**config.mk**
```make
export PLATFORM = sky130hd
export DESIGN_NAME = mmio_ram_sched
export DESIGN_NICKNAME = d
export VERILOG_FILES = /design/src/rtl/mmio_sched_pkg.sv /design/src/rtl/rr_arbiter.sv /design/src/rtl/mmio_ram_sched.sv
export SDC_FILE = /design/constraint.sdc
export NUM_CORES = 1
export LEC_CHECK = 0
export CAP_MARGIN = 10
export CORE_AREA = 2 2 221 223
export DETAILED_ROUTE_END_ITERATION = 7
export DIE_AREA = 0 0 223 225
export GPL_ROUTABILITY_DRIVEN = 0
export GPL_TIMING_DRIVEN = 0
export HOLD_SLACK_MARGIN = 0.05
export PLACE_DENSITY = 0.58
export SLEW_MARGIN = 30
export SYNTH_ARGS = -nofsm -noshare
export SYNTH_HDL_FRONTEND = slang
export SYNTH_SLANG_ARGS = --single-unit
```
**constraint.sdc**
```tcl
create_clock -name pClk -period 1.59 [get_ports pClk]
set_clock_uncertainty 0.05 [all_clocks]
set_input_delay 0.318 -clock pClk [delete_from_list [all_inputs] [get_ports pClk]]
set_output_delay 0.318 -clock pClk [all_outputs]
set_load 0.1 [all_outputs]
```
**src/rtl/mmio_sched_pkg.sv**
```systemverilog
`default_nettype none
// ============================================================================
// Module   : mmio_sched_pkg
// Purpose  : Shared types and DFH constants for the MMIO RAM scheduler.
// Revision : 1.0  initial release
// ============================================================================
package mmio_sched_pkg;

    localparam logic [63:0] DFH0 = 64'h1000_0000_0028_100A;
    localparam logic [63:0] DFH1 = 64'hB6A1_5C3E_94D2_7F01;
    localparam logic [63:0] DFH2 = 64'h4E8C_2A17_D05B_9E63;

    typedef enum logic [1:0] {
        ST_INIT0 = 2'd0,
        ST_INIT1 = 2'd1,
        ST_INIT2 = 2'd2,
        ST_RUN   = 2'd3
    } t_sched_state;

    // Read metadata carried alongside the RAM latency so returns need no lookup.
    typedef struct packed {
        logic       is_host;
        logic [2:0] cid;
        logic [8:0] tid;
        logic [1:0] len;
        logic       hi;
    } t_rd_tag;

    function automatic logic [63:0] dfh_word(input logic [1:0] idx);
        case (idx)
            2'd0:    dfh_word = DFH0;
            2'd1:    dfh_word = DFH1;
            default: dfh_word = DFH2;
        endcase
    endfunction

endpackage
`default_nettype wire

```
**src/rtl/rr_arbiter.sv**
```systemverilog
`default_nettype none
// ============================================================================
// Module   : rr_arbiter
// Purpose  : N-way pointer-based round-robin arbiter; pointer moves past winner.
// Revision : 1.0  initial release
// ============================================================================
module rr_arbiter #(
    parameter int N  = 2,
    parameter int PW = (N > 1) ? $clog2(N) : 1
) (
    input  logic          clk_i,
    input  logic          rst_ni,
    input  logic          en_i,
    input  logic [N-1:0]  req_i,
    output logic [N-1:0]  gnt_o,
    output logic [PW-1:0] win_o
);

    logic [PW-1:0] ptr_q, ptr_d;
    logic [PW-1:0] w_idx;
    logic          w_found;

    always_comb begin
        gnt_o   = '0;
        win_o   = '0;
        w_found = 1'b0;
        w_idx   = '0;
        for (int i = 0; i < N; i++) begin
            w_idx = PW'((int'(ptr_q) + i) % N);
            if (en_i && !w_found && req_i[w_idx]) begin
                w_found      = 1'b1;
                gnt_o[w_idx] = 1'b1;
                win_o        = w_idx;
            end
        end
    end

    always_comb begin
        ptr_d = ptr_q;
        if (w_found) begin
            ptr_d = (win_o == PW'(N - 1)) ? '0 : win_o + 1'b1;
        end
    end

    always_ff @(posedge clk_i) begin
        if (!rst_ni) begin
            ptr_q <= '0;
        end else begin
            ptr_q <= ptr_d;
        end
    end

endmodule
`default_nettype wire

```
**src/rtl/mmio_ram_sched.sv**
```systemverilog
`default_nettype none
// ============================================================================
// Module   : mmio_ram_sched
// Purpose  : Shares one 1R1W RAM between MMIO (priority), DFH init and RR clients.
//            Define MMIO_DFH_PROTECT_EN to make words 0..2 read-only after init.
// Revision : 1.0  initial release
// ============================================================================
module mmio_ram_sched
    import mmio_sched_pkg::*;
#(
    parameter int NUM_CLIENTS = 2,
    parameter int RAM_LAT     = 1,
    parameter int AW          = 15
) (
    input  logic                      pClk,
    input  logic                      pck_cp2af_softReset_n,
    input  logic                      host_wr_valid,
    input  logic                      host_rd_valid,
    input  logic [15:0]               host_addr,
    input  logic [1:0]                host_len,
    input  logic [8:0]                host_tid,
    input  logic [63:0]               host_wdata,
    output logic                      rsp_valid,
    output logic [8:0]                rsp_tid,
    output logic [63:0]               rsp_data,
    input  logic [NUM_CLIENTS-1:0]    cl_req,
    input  logic [NUM_CLIENTS-1:0]    cl_we,
    input  logic [NUM_CLIENTS*AW-1:0] cl_addr,
    input  logic [NUM_CLIENTS*8-1:0]  cl_be,
    input  logic [NUM_CLIENTS*64-1:0] cl_wdata,
    output logic [NUM_CLIENTS-1:0]    cl_gnt,
    output logic [NUM_CLIENTS-1:0]    cl_rvalid,
    output logic [63:0]               cl_rdata,
    output logic [AW-1:0]             ram_addr,
    output logic [7:0]                ram_be,
    output logic [63:0]               ram_wdata,
    output logic                      ram_we,
    input  logic [63:0]               ram_q,
    output logic                      init_done
);

    localparam int CIDX_W = (NUM_CLIENTS > 1) ? $clog2(NUM_CLIENTS) : 1;

    t_sched_state            state_q, state_d;
    logic [AW-1:0]           ram_addr_q, ram_addr_d;
    logic [7:0]              ram_be_q, ram_be_d;
    logic [63:0]             ram_wdata_q, ram_wdata_d;
    logic                    ram_we_q, ram_we_d;
    t_rd_tag                 new_tag_d;
    logic                    new_vld_d;
    t_rd_tag                 tag_q [RAM_LAT+1];
    logic [RAM_LAT:0]        vld_q;
    logic                    rsp_valid_q, rsp_valid_d;
    logic [8:0]              rsp_tid_q, rsp_tid_d;
    logic [63:0]             rsp_data_q, rsp_data_d;
    logic [NUM_CLIENTS-1:0]  cl_rvalid_q, cl_rvalid_d;
    logic [63:0]             cl_rdata_q, cl_rdata_d;

    logic                    w_run, w_host_act, w_cl_act, w_host_prot, w_cl_prot;
    logic [14:0]             w_host_word;
    logic [NUM_CLIENTS-1:0]  w_gnt;
    logic [CIDX_W-1:0]       w_win;
    logic [AW-1:0]           w_cl_addr;
    t_rd_tag                 w_out_tag;
    logic                    w_out_vld;

    // Lengths 10/11 are not MMIO accesses at all and leave the port to the clients.
    assign w_host_act  = (host_wr_valid | host_rd_valid) & ~host_len[1];
    assign w_host_word = host_addr[15:1];
    assign w_run       = (state_q == ST_RUN);
    assign w_cl_act    = |w_gnt;
    assign w_cl_addr   = cl_addr[int'(w_win)*AW +: AW];

`ifdef MMIO_DFH_PROTECT_EN
    assign w_host_prot = (w_host_word < 15'd3);
    assign w_cl_prot   = (w_cl_addr < AW'(3));
`else
    assign w_host_prot = 1'b0;
    assign w_cl_prot   = 1'b0;
`endif

    rr_arbiter #(
        .N  (NUM_CLIENTS),
        .PW (CIDX_W)
    ) u_arb (
        .clk_i  (pClk),
        .rst_ni (pck_cp2af_softReset_n),
        .en_i   (w_run & ~w_host_act & pck_cp2af_softReset_n),
        .req_i  (cl_req),
        .gnt_o  (w_gnt),
        .win_o  (w_win)
    );

    always_comb begin
        state_d     = state_q;
        ram_addr_d  = ram_addr_q;
        ram_be_d    = ram_be_q;
        ram_wdata_d = ram_wdata_q;
        ram_we_d    = 1'b0;
        new_vld_d   = 1'b0;
        new_tag_d   = '0;
        if (w_host_act) begin
            ram_addr_d = AW'(w_host_word);
            if (host_wr_valid) begin
                ram_we_d = ~w_host_prot;
                if (host_len[0]) begin
                    ram_be_d    = 8'hFF;
                    ram_wdata_d = host_wdata;
                end else if (host_addr[0]) begin
                    ram_be_d    = 8'hF0;
                    ram_wdata_d = {host_wdata[31:0], 32'h0};
                end else begin
                    ram_be_d    = 8'h0F;
                    ram_wdata_d = {32'h0, host_wdata[31:0]};
                end
            end else begin
                new_vld_d         = 1'b1;
                new_tag_d.is_host = 1'b1;
                new_tag_d.tid     = host_tid;
                new_tag_d.len     = host_len;
                new_tag_d.hi      = host_addr[0];
            end
        end else if (!w_run) begin
            ram_addr_d  = AW'(state_q);
            ram_be_d    = 8'hFF;
            ram_wdata_d = dfh_word(state_q);
            ram_we_d    = 1'b1;
            case (state_q)
                ST_INIT0: state_d = ST_INIT1;
                ST_INIT1: state_d = ST_INIT2;
                default:  state_d = ST_RUN;
            endcase
        end else if (w_cl_act) begin
            ram_addr_d  = w_cl_addr;
            ram_be_d    = cl_be[int'(w_win)*8 +: 8];
            ram_wdata_d = cl_wdata[int'(w_win)*64 +: 64];
            ram_we_d    = cl_we[w_win] & ~w_cl_prot;
            if (!cl_we[w_win]) begin
                new_vld_d     = 1'b1;
                new_tag_d.cid = 3'(w_win);
            end
        end
    end

    assign w_out_tag = tag_q[RAM_LAT];
    assign w_out_vld = vld_q[RAM_LAT];

    always_comb begin
        rsp_valid_d = w_out_vld & w_out_tag.is_host;
        rsp_tid_d   = rsp_tid_q;
        rsp_data_d  = rsp_data_q;
        cl_rdata_d  = cl_rdata_q;
        for (int i = 0; i < NUM_CLIENTS; i++) begin
            cl_rvalid_d[i] = w_out_vld & ~w_out_tag.is_host & (w_out_tag.cid == 3'(i));
        end
        if (rsp_valid_d) begin
            rsp_tid_d = w_out_tag.tid;
            if (w_out_tag.len == 2'b01) begin
                rsp_data_d = ram_q;
            end else begin
                rsp_data_d = {32'h0, w_out_tag.hi ? ram_q[63:32] : ram_q[31:0]};
            end
        end
        if (w_out_vld && !w_out_tag.is_host) begin
            cl_rdata_d = ram_q;
        end
    end

    always_ff @(posedge pClk) begin
        if (!pck_cp2af_softReset_n) begin
            state_q <= ST_INIT0;
        end else begin
            state_q <= state_d;
        end
    end

    always_ff @(posedge pClk) begin
        if (!pck_cp2af_softReset_n) begin
            ram_addr_q  <= '0;
            ram_be_q    <= '0;
            ram_wdata_q <= '0;
            ram_we_q    <= 1'b0;
            vld_q       <= '0;
            for (int k = 0; k <= RAM_LAT; k++) begin
                tag_q[k] <= '0;
            end
            rsp_valid_q <= 1'b0;
            rsp_tid_q   <= '0;
            rsp_data_q  <= '0;
            cl_rvalid_q <= '0;
            cl_rdata_q  <= '0;
        end else begin
            ram_addr_q  <= ram_addr_d;
            ram_be_q    <= ram_be_d;
            ram_wdata_q <= ram_wdata_d;
            ram_we_q    <= ram_we_d;
            vld_q       <= {vld_q[RAM_LAT-1:0], new_vld_d};
            tag_q[0]    <= new_tag_d;
            for (int k = 1; k <= RAM_LAT; k++) begin
                tag_q[k] <= tag_q[k-1];
            end
            rsp_valid_q <= rsp_valid_d;
            rsp_tid_q   <= rsp_tid_d;
            rsp_data_q  <= rsp_data_d;
            cl_rvalid_q <= cl_rvalid_d;
            cl_rdata_q  <= cl_rdata_d;
        end
    end

    assign ram_addr  = ram_addr_q;
    assign ram_be    = ram_be_q;
    assign ram_wdata = ram_wdata_q;
    assign ram_we    = ram_we_q;
    assign rsp_valid = rsp_valid_q;
    assign rsp_tid   = rsp_tid_q;
    assign rsp_data  = rsp_data_q;
    assign cl_rvalid = cl_rvalid_q;
    assign cl_rdata  = cl_rdata_q;
    assign cl_gnt    = w_gnt;
    assign init_done = w_run & pck_cp2af_softReset_n;

endmodule
`default_nettype wire

```
=== Yosys cells after proc, flatten, opt, wreduce, memory -nomap -nowiden ===
Memories as Yosys holds them, arrays and structs flattened.
Index checks and enable logic that the tools add are counted.

* Flip-flop bits (word level): 233
* Memory bits (writable): 32
* Memories: 1

* Add/subtract/negate cells: 2
* Multipliers: 1
* $lt $le $gt $ge: 5
* Equality and inequality tests: 6
* Shift-type cells: 3
* Mux-type cells: 56
* Bitwise gates (word level): 16
* Reductions and logical operators: 13

{| class="wikitable"
|+ Memory list
! memory !! words !! width !! read ports !! clocked after Yosys merged registers in !! wr ports !! RTL line !! text
|-
| tag_q || 2 || 16 || 2 || 0 || 2 || mmio_ram_sched.sv:51 || <nowiki>t_rd_tag tag_q [RAM_LAT+1];</nowiki>
|}

{| class="wikitable"
|+ Operator list
! kind !! number
|-
| two-way mux 64 bit || 7
|-
| one-hot mux 64 bit (2 select lines) || 1
|-
| indexed part select 128 x 8 -> 64 bit || 1
|-
| two-way mux 8 bit || 6
|-
| two-way mux 15 bit || 3
|-
| two-way mux 16 bit || 2
|-
| two-way mux 32 bit || 1
|-
| indexed part select 30 x 6 -> 15 bit || 1
|-
| two-way mux 1 bit || 29
|-
| two-way mux 12 bit || 2
|-
| indexed part select 16 x 5 -> 8 bit || 1
|-
| AND 1 bit || 8
|-
| logical AND 1 bit || 6
|-
| less-than comparator 1 x 2 -> 1 bit (second input constant) || 3
|-
| multiplier 1 x 4 -> 5 bit (second input constant) || 1
|-
| equality test 2 x 1 -> 1 bit (second input constant) || 2
|-
| two-way mux 2 bit || 2
|-
| NOT 1 bit || 4
|-
| one-hot mux 2 bit (2 select lines) || 1
|-
| AND reduction 2 bit || 2
|-
| equality test 3 x 1 -> 1 bit (second input constant) || 1
|-
| zero test 3 bit || 1
|-
| != test 3 x 1 -> 1 bit (second input constant) || 1
|-
| bitwise OR 1 bit || 3
|-
| other kinds (9) || 13
|}

=== Longest topological paths before layout ===
Gate-level depths: netlist of run 1.

* Depth after elaboration: 18
* Mapped depth: 7
* Depth with buffers taken out: 4

=== By module ===
A second synthesis of run 1 with hierarchy kept.

* Cells, all modules: 1311
* Area total of the unflattened synthesis: 11244.5 um^2

{| class="wikitable"
|+ Modules (own cells, without submodules)
! module !! instances !! cells each !! area an instance (um^2) !! seq. area each (um^2)
|-
| mmio_ram_sched || 1 || 1302 || 11179.5 || 5205.0
|-
| rr_arbiter || 1 || 9 || 65.1 || 20.0
|}

=== Worst setup path after synthesis of run 1 ===
OpenSTA, ideal clock, no wires.

* Kind: input -> output
* From: in cl_req[1]
* To: out cl_gnt[1]
* Arrival: 2307 ps
* Data required time: 1222 ps
* Setup slack: -1085 ps
* Stages on the path: 6
* Path through: buf_4 -> and2_1 -> buf_4 -> clkbuf_1 -> nand2_1 -> nor2_1

* Word-level cells in the longest chain between the ends: 8

{| class="wikitable"
|+ RTL lines
! item !! RTL line !! text
|-
| start, declared || mmio_ram_sched.sv:26 || <nowiki>input logic [NUM_CLIENTS-1:0] cl_req,</nowiki>
|-
| two-way mux 1 bit (implied by the code) (2 in a row) || rr_arbiter.sv:30 || <nowiki>if (en_i && !w_found && req_i[w_idx]) begin</nowiki>
|-
| logical AND 1 bit || rr_arbiter.sv:30 ||
|-
| two-way mux 1 bit || rr_arbiter.sv:30 ||
|-
| zero test 1 bit || rr_arbiter.sv:30 ||
|-
| logical AND 1 bit (2 in a row) || rr_arbiter.sv:30 ||
|-
| two-way mux 2 bit * || rr_arbiter.sv:30 ||
|-
| end, declared || mmio_ram_sched.sv:31 || <nowiki>output logic [NUM_CLIENTS-1:0] cl_gnt,</nowiki>
|}

Mark *: on every way between the ends. The rest lies on a longest branch, timed or not. The select of a mux whose other input is x is not followed.

=== Worst setup path in the final report of run 1 ===
* From: reg state_q[0]
* To: out cl_gnt[1]

* Word-level cells in the longest chain between the ends: 9

{| class="wikitable"
|+ RTL lines
! item !! RTL line !! text
|-
| start, declared || mmio_ram_sched.sv:44 || <nowiki>t_sched_state state_q, state_d;</nowiki>
|-
| start signal, assigned || mmio_ram_sched.sv:173 || <nowiki>state_q <= state_d;</nowiki>
|-
| equality test 2 bit * || mmio_ram_sched.sv:70 || <nowiki>assign w_run = (state_q == ST_RUN);</nowiki>
|-
| AND 1 bit * (2 in a row) || mmio_ram_sched.sv:88 || <nowiki>.en_i (w_run & ~w_host_act & pck_cp2af_softReset_n),</nowiki>
|-
| logical AND 1 bit || rr_arbiter.sv:30 ||
|-
| two-way mux 1 bit || rr_arbiter.sv:30 ||
|-
| zero test 1 bit || rr_arbiter.sv:30 ||
|-
| logical AND 1 bit (2 in a row) || rr_arbiter.sv:30 ||
|-
| two-way mux 2 bit * || rr_arbiter.sv:30 ||
|}

Mark *: on every way between the ends. The rest lies on a longest branch, timed or not.

==> results of run 1 <==
[state kept, by name, summed over array words and instances (netlist names)]
signal,cells
state_q,2
tag_q,28
cl_rvalid,2
rsp_tid,9
u_arb.ptr_q,1
ram_be,8
ram_wdata,64
ram_addr,15
ram_we,1
vld_q,2
rsp_valid,1
rsp_data,64
cl_rdata,64
[cell families after synthesis]
family | share of synthesized area
compound gates | 0.291
buf+inv | 0.0657
flops | 0.452
other cells | 0.000325
simple gates | 0.191
[cell type report]
class                      count  area share
sequential                   261       0.245
multi-input combinational   1026       0.280
clock inverter                19      0.0159
buffer                       147      0.0470
antenna                        4    0.000465
inverter                      20     0.00361
timing repair buffer         624       0.333
clock buffer                  38      0.0396
tap                          615      0.0358
[layer usage]
layer | wire [µm] | GRT usage | vias to the layer above | share of wire
met5 | 58 | 0 | - | 0.00086
met4 | 4070 | 0.122 | 10 | 0.060
met3 | 5680 | 0.0666 | 161 | 0.084
met2 | 33900 | 0.481 | 649 | 0.50
met1 | 24100 | 0.272 | 6676 | 0.36
li1 | - | - | 6530 | -
[placed cells by master (no fill, tap or decap), drive strengths merged, types with 3 or more instances in the layout]
master	netlist	routed
a32oi	8	8
a221oi	8	8
a31oi	69	69
o221a	8	8
clkdlybuf4s50	0	328
a31o	16	16
diode	0	4
dlygate4sd2	0	5
bufinv	0	9
nand3	112	112
a21oi	91	91
nor3	10	10
and3	14	14
nor2	83	83
nand4	3	3
a22oi	32	32
and2	18	18
clkinv	0	4
inv	20	23
clkinvlp	0	3
a22o	31	31
o21ai	153	153
a21o	51	51
nand2b	3	3
buf	60	344
nor2b	3	3
dfxtp	261	261
a311oi	33	33
nand2	261	261
clkbuf	93	132
[report_power, final]
part	total (W)	switching, W	internal, W
sequential	0.00698	0.000206	0.00678
clock	0.00835	0.00308	0.00527
combinational	0.00510	0.00313	0.00197
[stage by stage]
step / worst slack, ps / hold slack [ps] / TNS, ps
2_1_floorplan: -152 / 340 / -247
3_3_place_gp: -2080 / 365 / -184540
3_5_place_dp: -1730 / 369 / -173820
4_1_cts: -560 / 194 / -11950
5_1_grt: -568 / 245 / -22620
6_report: -511 / 241 / -16920
[final timing paths]
kind | start | end | slack (ps) | cells after the start
max reg2reg | state_q[1]$_SDFFE_PN0P_ | ram_be[6]$_SDFFE_PN0P_ | -370 | 6
min | host_addr[14] | ram_addr[13]$_SDFFE_PN0P_ | 240 | 3
min reg2reg | tag_q[0][27]$_SDFF_PN0_ | rsp_tid[8]$_SDFFE_PN0P_ | 380 | 2
max | state_q[0]$_SDFFE_PN0P_ | cl_gnt[1] | -510 | 6
[synthesized netlist by cell type (10+ instances only)]
cell type	instances	area, µm²
sky130_fd_sc_hd__a21o_1	51	383
sky130_fd_sc_hd__nor2_1	82	308
sky130_fd_sc_hd__a21oi_1	91	455
sky130_fd_sc_hd__nand2_1	259	972
sky130_fd_sc_hd__inv_1	19	71.3
sky130_fd_sc_hd__and2_1	18	113
sky130_fd_sc_hd__a22oi_1	32	240
sky130_fd_sc_hd__nand3_1	112	561
sky130_fd_sc_hd__o21ai_0	146	731
sky130_fd_sc_hd__buf_4	11	82.6
sky130_fd_sc_hd__a311oi_1	33	289
sky130_fd_sc_hd__clkbuf_1	87	327
sky130_fd_sc_hd__nor3_1	10	50.1
sky130_fd_sc_hd__a31o_2	16	140
sky130_fd_sc_hd__buf_1	10	37.5
sky130_fd_sc_hd__buf_2	37	185
sky130_fd_sc_hd__dfxtp_1	261	5230
sky130_fd_sc_hd__a22o_1	31	272
sky130_fd_sc_hd__a31oi_1	66	413
sky130_fd_sc_hd__and3_1	14	87.6
[worst reg2reg max path: stages (launching register included)]
cell                      delay, ps
sky130_fd_sc_hd__dfxtp_4        360
sky130_fd_sc_hd__and2_4         180
sky130_fd_sc_hd__buf_4          130
sky130_fd_sc_hd__buf_6          120
sky130_fd_sc_hd__nand3_1        370
sky130_fd_sc_hd__nand3_1        280
sky130_fd_sc_hd__o221a_2        350
[what timing repair did]
item,4_1_cts,5_1_grt
cloned,10,2
gates resized for setup,1634,279
setup buffers,31,20
pin swaps,89,53
endpoints found under the setup margin,444,253
==> results.md, run 1 <==
- Across every metal layer, demand over resource in global routing totals 0.259.
- The delay contributed by the slowest stage of the critical path is 370 ps.
- Of all flip-flops after synthesis, the portion carrying an async set or reset was 0.
- STA classifies the critical path endpoint as an output pin.
- The number of detailed-routing iterations run before antenna repair is 5.
- The max-slew violation count is 0.
- For the pin with the worst max-slew slack, the measured transition is 914 ps.
- Detailed placement finished with a half-perimeter wire length of 53800 µm.
- For the worst setup path, the data required time is 1220 ps.
- The die height is 225 µm.
- The final number of hold-violating endpoints was 0.
- The residual overflow from global routing is 0.
- The final non-filler cell area is 21500 µm².
- The total cell area at the placement stage is 17900 µm².
- The total number of vias is 14026.
- For this run, the register share of the synthesized area comes to 0.452.
- The flow ran to the end, but the final reports show violations.
- For this block, the routed nets add up to 67800 µm of wire.
- The tightest min-delay check is of the input port to register type.
- After layout, the worst setup slack is -511 ps.
- The critical path goes through and2_4 > nand2_4 > buf_8 > buf_12 > nor2_4 > buf_12.
- During I/O placement, the number of pins put on the boundary was 568.
- The initial antenna violation count is 10.
- Clock latency on the worst-skew pair, taken at its later pin, is 590 ps.
- The overall die width is 223 µm.
- The count of nets left with antenna violations once routing finished came out at 0.
- Entering global routing, the biggest net connects 16 pins.
- The number of violations reported at the end of detailed-routing iteration 0 is 869.
- The number of buffers inserted for hold repair after clock tree synthesis is 0.
- The total buffers and inverters traversed by the critical path is 3.
- The buffer type at the clock tree root is sky130_fd_sc_hd__clkbuf_16.
- Synthesis instantiated 51 different standard cells from the library.
- No sink is reached through more buffers than the 3 on the longest clock path.
- The via count of the first global-routing pass was 14164.
- The number of buffers inserted during clock tree synthesis is 31.
- The first global-routing pass estimated 95900 µm of wire.
- The core region area is 47500 µm².
- The starting utilization of the core area is 0.243.
- The area used by sequential logic in the layout is 5270 µm².
- In the final layout, the multi-input gates occupy 6010 µm².
- The most instantiated flip-flop cell in the synthesis netlist is sky130_fd_sc_hd__dfxtp_1.
- The floorplan has 80 rows.
- The count of fill cells added during filler insertion is 4616.
- In this run the number of H-tree levels came out at 1.
- The number of max-cap violations is 0.
- TritonCTS built the clock tree.
- The type of the setup path with the least slack is register to output pin.
- The final reports fail on setup timing.
- The maximum ir drop on the vdd rail is 0.831 mV.
- After clock tree synthesis, the clock-pin slew on the worst setup and hold paths is 70 ps.
- During placement, the flow inserted port buffers numbering 564.
- The areal power density over the cells is 950 nW/µm².
- Using the TritonRoute via totals, the vias-per-cell ratio works out to 5.09.
- Setup repair after global routing could not meet its margin everywhere.
- The signed area change from the synthesized netlist to the final layout is 86.2%.
- The routed wire length per instance is 24.6 µm.
- The placed cell count is 2639.
- The dominant delay contributor by cell family on the critical path is buffers and inverters.
- The number of synthesized register bits is 261.
- In the routed design, unresolved DRC markers number 0.
- The most frequent cell on the critical path is sky130_fd_sc_hd__buf_12.
- The number of synthesized flops with an enable pin is 0.
- The share of the cycle needed by the critical path after routing is 1.32.
- The design draws 0.0204 W.
- The tree built by TritonCTS fans out to 261 sinks.
- Setup violations remaining at the end of the flow were counted as 91.
- The post-route non-filler standard cell count is 2754.
- The cell area after technology mapping is 11600 µm².
- Headroom to the max-slew limit came out at 0.391.
- The die footprint is 50200 µm².
- Counting every net in the synthesized netlist gives 1797.
- For this design the static power due to leakage is 8.20 nW.
- The number of nets at the end of the flow is 2448.
- Averaged over all synthesized cells, the footprint is 7.91 µm².
- STA classifies the critical path startpoint as a register.
- The critical path data arrival time is 1730 ps.
- For this run, the top clock speed supported by timing is 476 MHz.
- Of all nets on the critical path, the largest fanout is 3.
- The number of warning messages in the yosys log is 0.
- The post-layout utilization of the core is 0.452.
- The critical-path cell with the highest stage delay is sky130_fd_sc_hd__dfxtp_4.
- In the synthesized netlist, the number of instances is 1460.
- For the finished layout, the period the worst path requires is 2100 ps.
- Of the cells placed in the final design, the portion with a size suffix greater than 1 is 0.273.
Power figures use the tool's default switching activity.
==> run 2, diff against run 1 <==
- CELL_PAD_IN_SITES_DETAIL_PLACEMENT: not set -> 0
- CELL_PAD_IN_SITES_GLOBAL_PLACEMENT: not set -> 1
- PLACE_DENSITY: 0.58 -> 0.77
==> run 2 against run 1 <==
Against the previous run: the flow still finishes with violations (setup timing); final cell count fell by 0.25%; maximum frequency rose by 0.67%; routed wire length fell by 1.2%; worst setup slack improved by 14 ps; critical path type unchanged.
==> results.md, run 2 (synthesis gave the netlist of run 1 again) <==
- The power share of the combinational group is 0.275 (+0.025).
- The share of cells above drive strength 1 is 0.275 (+0.00239).
- The clock sink count is 261 (unchanged).
- The share of the cycle needed by the critical path after routing is 1.31 (-0.00881).
- The wire length of the first global-routing pass is 93100 µm (-2.9%).
- The placed cell count is 2639 (unchanged).
- The floorplan row count is 80 (unchanged).
- The maximum level of the CTS H-tree came to 1 (unchanged).
- The post-layout utilization of the core is 0.454 (+0.00187).
- The worst max-slew margin expressed relative to the limit is 0.363 (-0.0275).
- The final critical path time including I/O delays and setup is 2090 ps (-14.0 ps).
- The relative contribution of sequential cells to total power is 0.371 (+0.029).
- The wire length reported by the detailed router is 67000 µm (-1.2%).
- The data required time at the worst endpoint is 1220 ps (about the same).
- The total number of vias is 13982 (-0.31%).
- The count of fill cells added during filler insertion is 4663 (+1.0%).
- TritonCTS built the clock tree.
- Walking the worst path, the cells encountered are and2_4 > nand2_4 > buf_8 > buf_12 > nor2_4 > buf_12.
- The via count of the first global-routing pass came to 14103 (-0.43%).
- The max-slew violation count came to 0 (unchanged).
- The highest clock frequency the design can meet is 479 MHz (+0.67%).
- The total area of multi-input combinational cells came to 6100 µm² (+1.4%).
- The delay contributed by the slowest stage of the critical path is 380 ps (about the same).
- The deepest clock path buffer count is 3 (unchanged).
- The power spent charging and discharging nets is 0.00635 W (-1.0%).
- STA classifies the critical path endpoint as an output pin.
- The DRC violation count after routing is 0 (unchanged).
- The vias per cell is 5.09 (about the same).
- Leaving out fill and tap cells, the most frequent cell in the layout is sky130_fd_sc_hd__clkdlybuf4s50_1.
- The internal power of the cells was 0.0125 W (-11%).
- The number of setup violations in the final report is 52 (-43%).
- The number of violations reported at the end of detailed-routing iteration 0 is 831 (-4.4%).
- Setup repair after global routing could not meet its margin everywhere.
- The routed wire length per instance is 24.4 µm (-0.91%).
- The largest net degree at the start of global routing is 16 (unchanged).
- The number of routed nets with antenna violations is 0 (unchanged).
- The area used by sequential logic in the layout is 5280 µm² (+0.26%).
- The areal power density over the cells is 872 nW/µm² (-8.2%).
- The maximum ir drop on the vdd rail is 0.774 mV (-6.8%).
- The critical path data arrival time is 1720 ps (about the same).
- The total buffers and inverters traversed by the critical path is 3 (unchanged).
- The die height is 225 µm (unchanged).
- The final HPWL from detailed placement is 52700 µm (-2.0%).
- The run finished, with violations left.
- The tightest hold margin is 90.9 ps (-150 ps).
- Among all stages on the critical path, the largest delay is contributed by sky130_fd_sc_hd__dfxtp_4.
- The I/O pin count is 568 (unchanged).
- The path category of the worst min-delay check is input port to register.
- The maximum fanout encountered on the critical timing path is 4 (+1).
- The switching portion of total power is 0.337 (+0.0232).
- The final number of hold-violating endpoints is 0 (unchanged).
- The buffer type at the clock tree root is sky130_fd_sc_hd__clkbuf_16.
- The die footprint was 50200 µm² (unchanged).
- Compared with the post-synthesis result, the final layout area differs by 86.9%.
- The final critical-path setup slack came to -497 ps (+14.0 ps).
- The post-route non-filler standard cell count was 2747 (-0.25%).
- The minimum setup slack among reg-to-reg paths is -120 ps (+250 ps).
- The most frequent cell on the critical path is sky130_fd_sc_hd__buf_12.
- The nature of the critical path startpoint is a register.
- The overall fraction of global-route tracks in use was 0.252 (-0.00638).
- The initial antenna violation count is 7 (-3).
- The fraction of power consumed by the clock network came to 0.354 (-0.055).
- The later-pin clock latency in the skew report is 580 ps (about the same).
- The measured slew at the worst slew-check pin is 955 ps (+41.3 ps).
- The number of buffers inserted during clock tree synthesis was 30 (-3.2%).
- The leakage power of the design came to 8.20 nW (about the same).
- The residual overflow from global routing is 0 (unchanged).
- The clock transition time at the flip-flop clock pins of the worst setup and hold paths is 60 ps (about the same).
- The number of max-cap violations is 0 (unchanged).
- The overall die width is 223 µm (unchanged).
- The starting utilization of the core area came to 0.243 (unchanged).
- The number of detailed-routing iterations run before antenna repair is 5 (unchanged).
- In the layout the commonest cells are sky130_fd_sc_hd__clkdlybuf4s50_1 (328), sky130_fd_sc_hd__nand2_1 (254), sky130_fd_sc_hd__dfxtp_1 (221), sky130_fd_sc_hd__buf_6 (163), sky130_fd_sc_hd__nand3_1 (110).
- The cell family contributing the most delay on the critical path is buffers and inverters.
- The number of I/O port buffers was 564 (unchanged).
- The number of nets at the end of the flow was 2446 (-0.082%).
- The final reports fail on setup timing.
- The core region area came to 47500 µm² (unchanged).
- The type of the setup path with the least slack is register to output pin.
==> run 2: cell count changes in the layout (fill, tap and decap cells not counted), moves of 9 or more <==
| cell | before | now |
|---|---|---|
| sky130_fd_sc_hd__dfxtp_2 | 26 | 37 |
| sky130_fd_sc_hd__bufinv_16 | 9 | 0 |
| sky130_fd_sc_hd__dfxtp_1 | 232 | 221 |
| sky130_fd_sc_hd__o21ai_1 | 36 | 47 |
| sky130_fd_sc_hd__buf_12 | 52 | 74 |
| sky130_fd_sc_hd__buf_6 | 172 | 163 |
==> run 2: cell type report <==
| class | count | share of cell area |
|---|---|---|
| antenna | 1 | 0.000116 |
| tap | 615 | 0.0356 |
| sequential | 261 | 0.245 |
| inverter | 20 | 0.00359 |
| buffer | 144 | 0.0488 |
| clock buffer | 37 | 0.0378 |
| timing repair buffer | 626 | 0.342 |
| clock inverter | 17 | 0.00527 |
| multi-input combinational | 1026 | 0.282 |
==> run 2: path summary, 6_finish.rpt <==
path	startpoint	end	cells past startpoint
min	host_addr[0]	tag_q[0][0]$_SDFF_PP0_	2
min reg2reg	tag_q[0][28]$_SDFF_PN0_	cl_rvalid[0]$_SDFF_PN0_	1
max reg2reg	state_q[0]$_SDFFE_PN0P_	ram_wdata[57]$_SDFFE_PN0P_	8
max	state_q[0]$_SDFFE_PN0P_	cl_gnt[1]	6
==> run 2: what timing repair did <==
item	CTS	global route
hold buffers	0	0
endpoints found under the hold margin	0	0
cloned	10	2
endpoints found under the setup margin	448	217
setup buffers	41	13
pin swaps	25	51
gates resized for setup	1773	221
==> run 2: layer usage <==
layer,part of all wire,global-route usage,up-vias
li1,-,-,6522
met1,0.36,0.260,6616
met2,0.51,0.470,686
met3,0.077,0.0643,146
met4,0.052,0.133,12
met5,0.0010,0,-
==> run 2: metrics by stage <==
stage	power, W	worst slack, ps	TNS [ps]	instance area (µm²)
final	0.0188	-497	-4010	21600
after global routing	0.0194	-537	-6500	21600
after CTS	0.0187	-559	-11830	20900
after detailed placement	0.0114	-1750	-175590	17900
after global placement	0.0115	-2040	-182150	18100
after floorplan	0.00949	-152	-247	11700
==> run 2: power by group through the flow <==
stage / Combinational, W / Sequential [W] / Clock [W]
after floorplan: 0.000966 / 0.00853 / 0
after global placement: 0.00443 / 0.00703 / 0
after detailed placement: 0.00437 / 0.00703 / 0
after CTS: 0.00495 / 0.00695 / 0.00683
after global routing: 0.00535 / 0.00701 / 0.00705
final: 0.00518 / 0.00699 / 0.00666
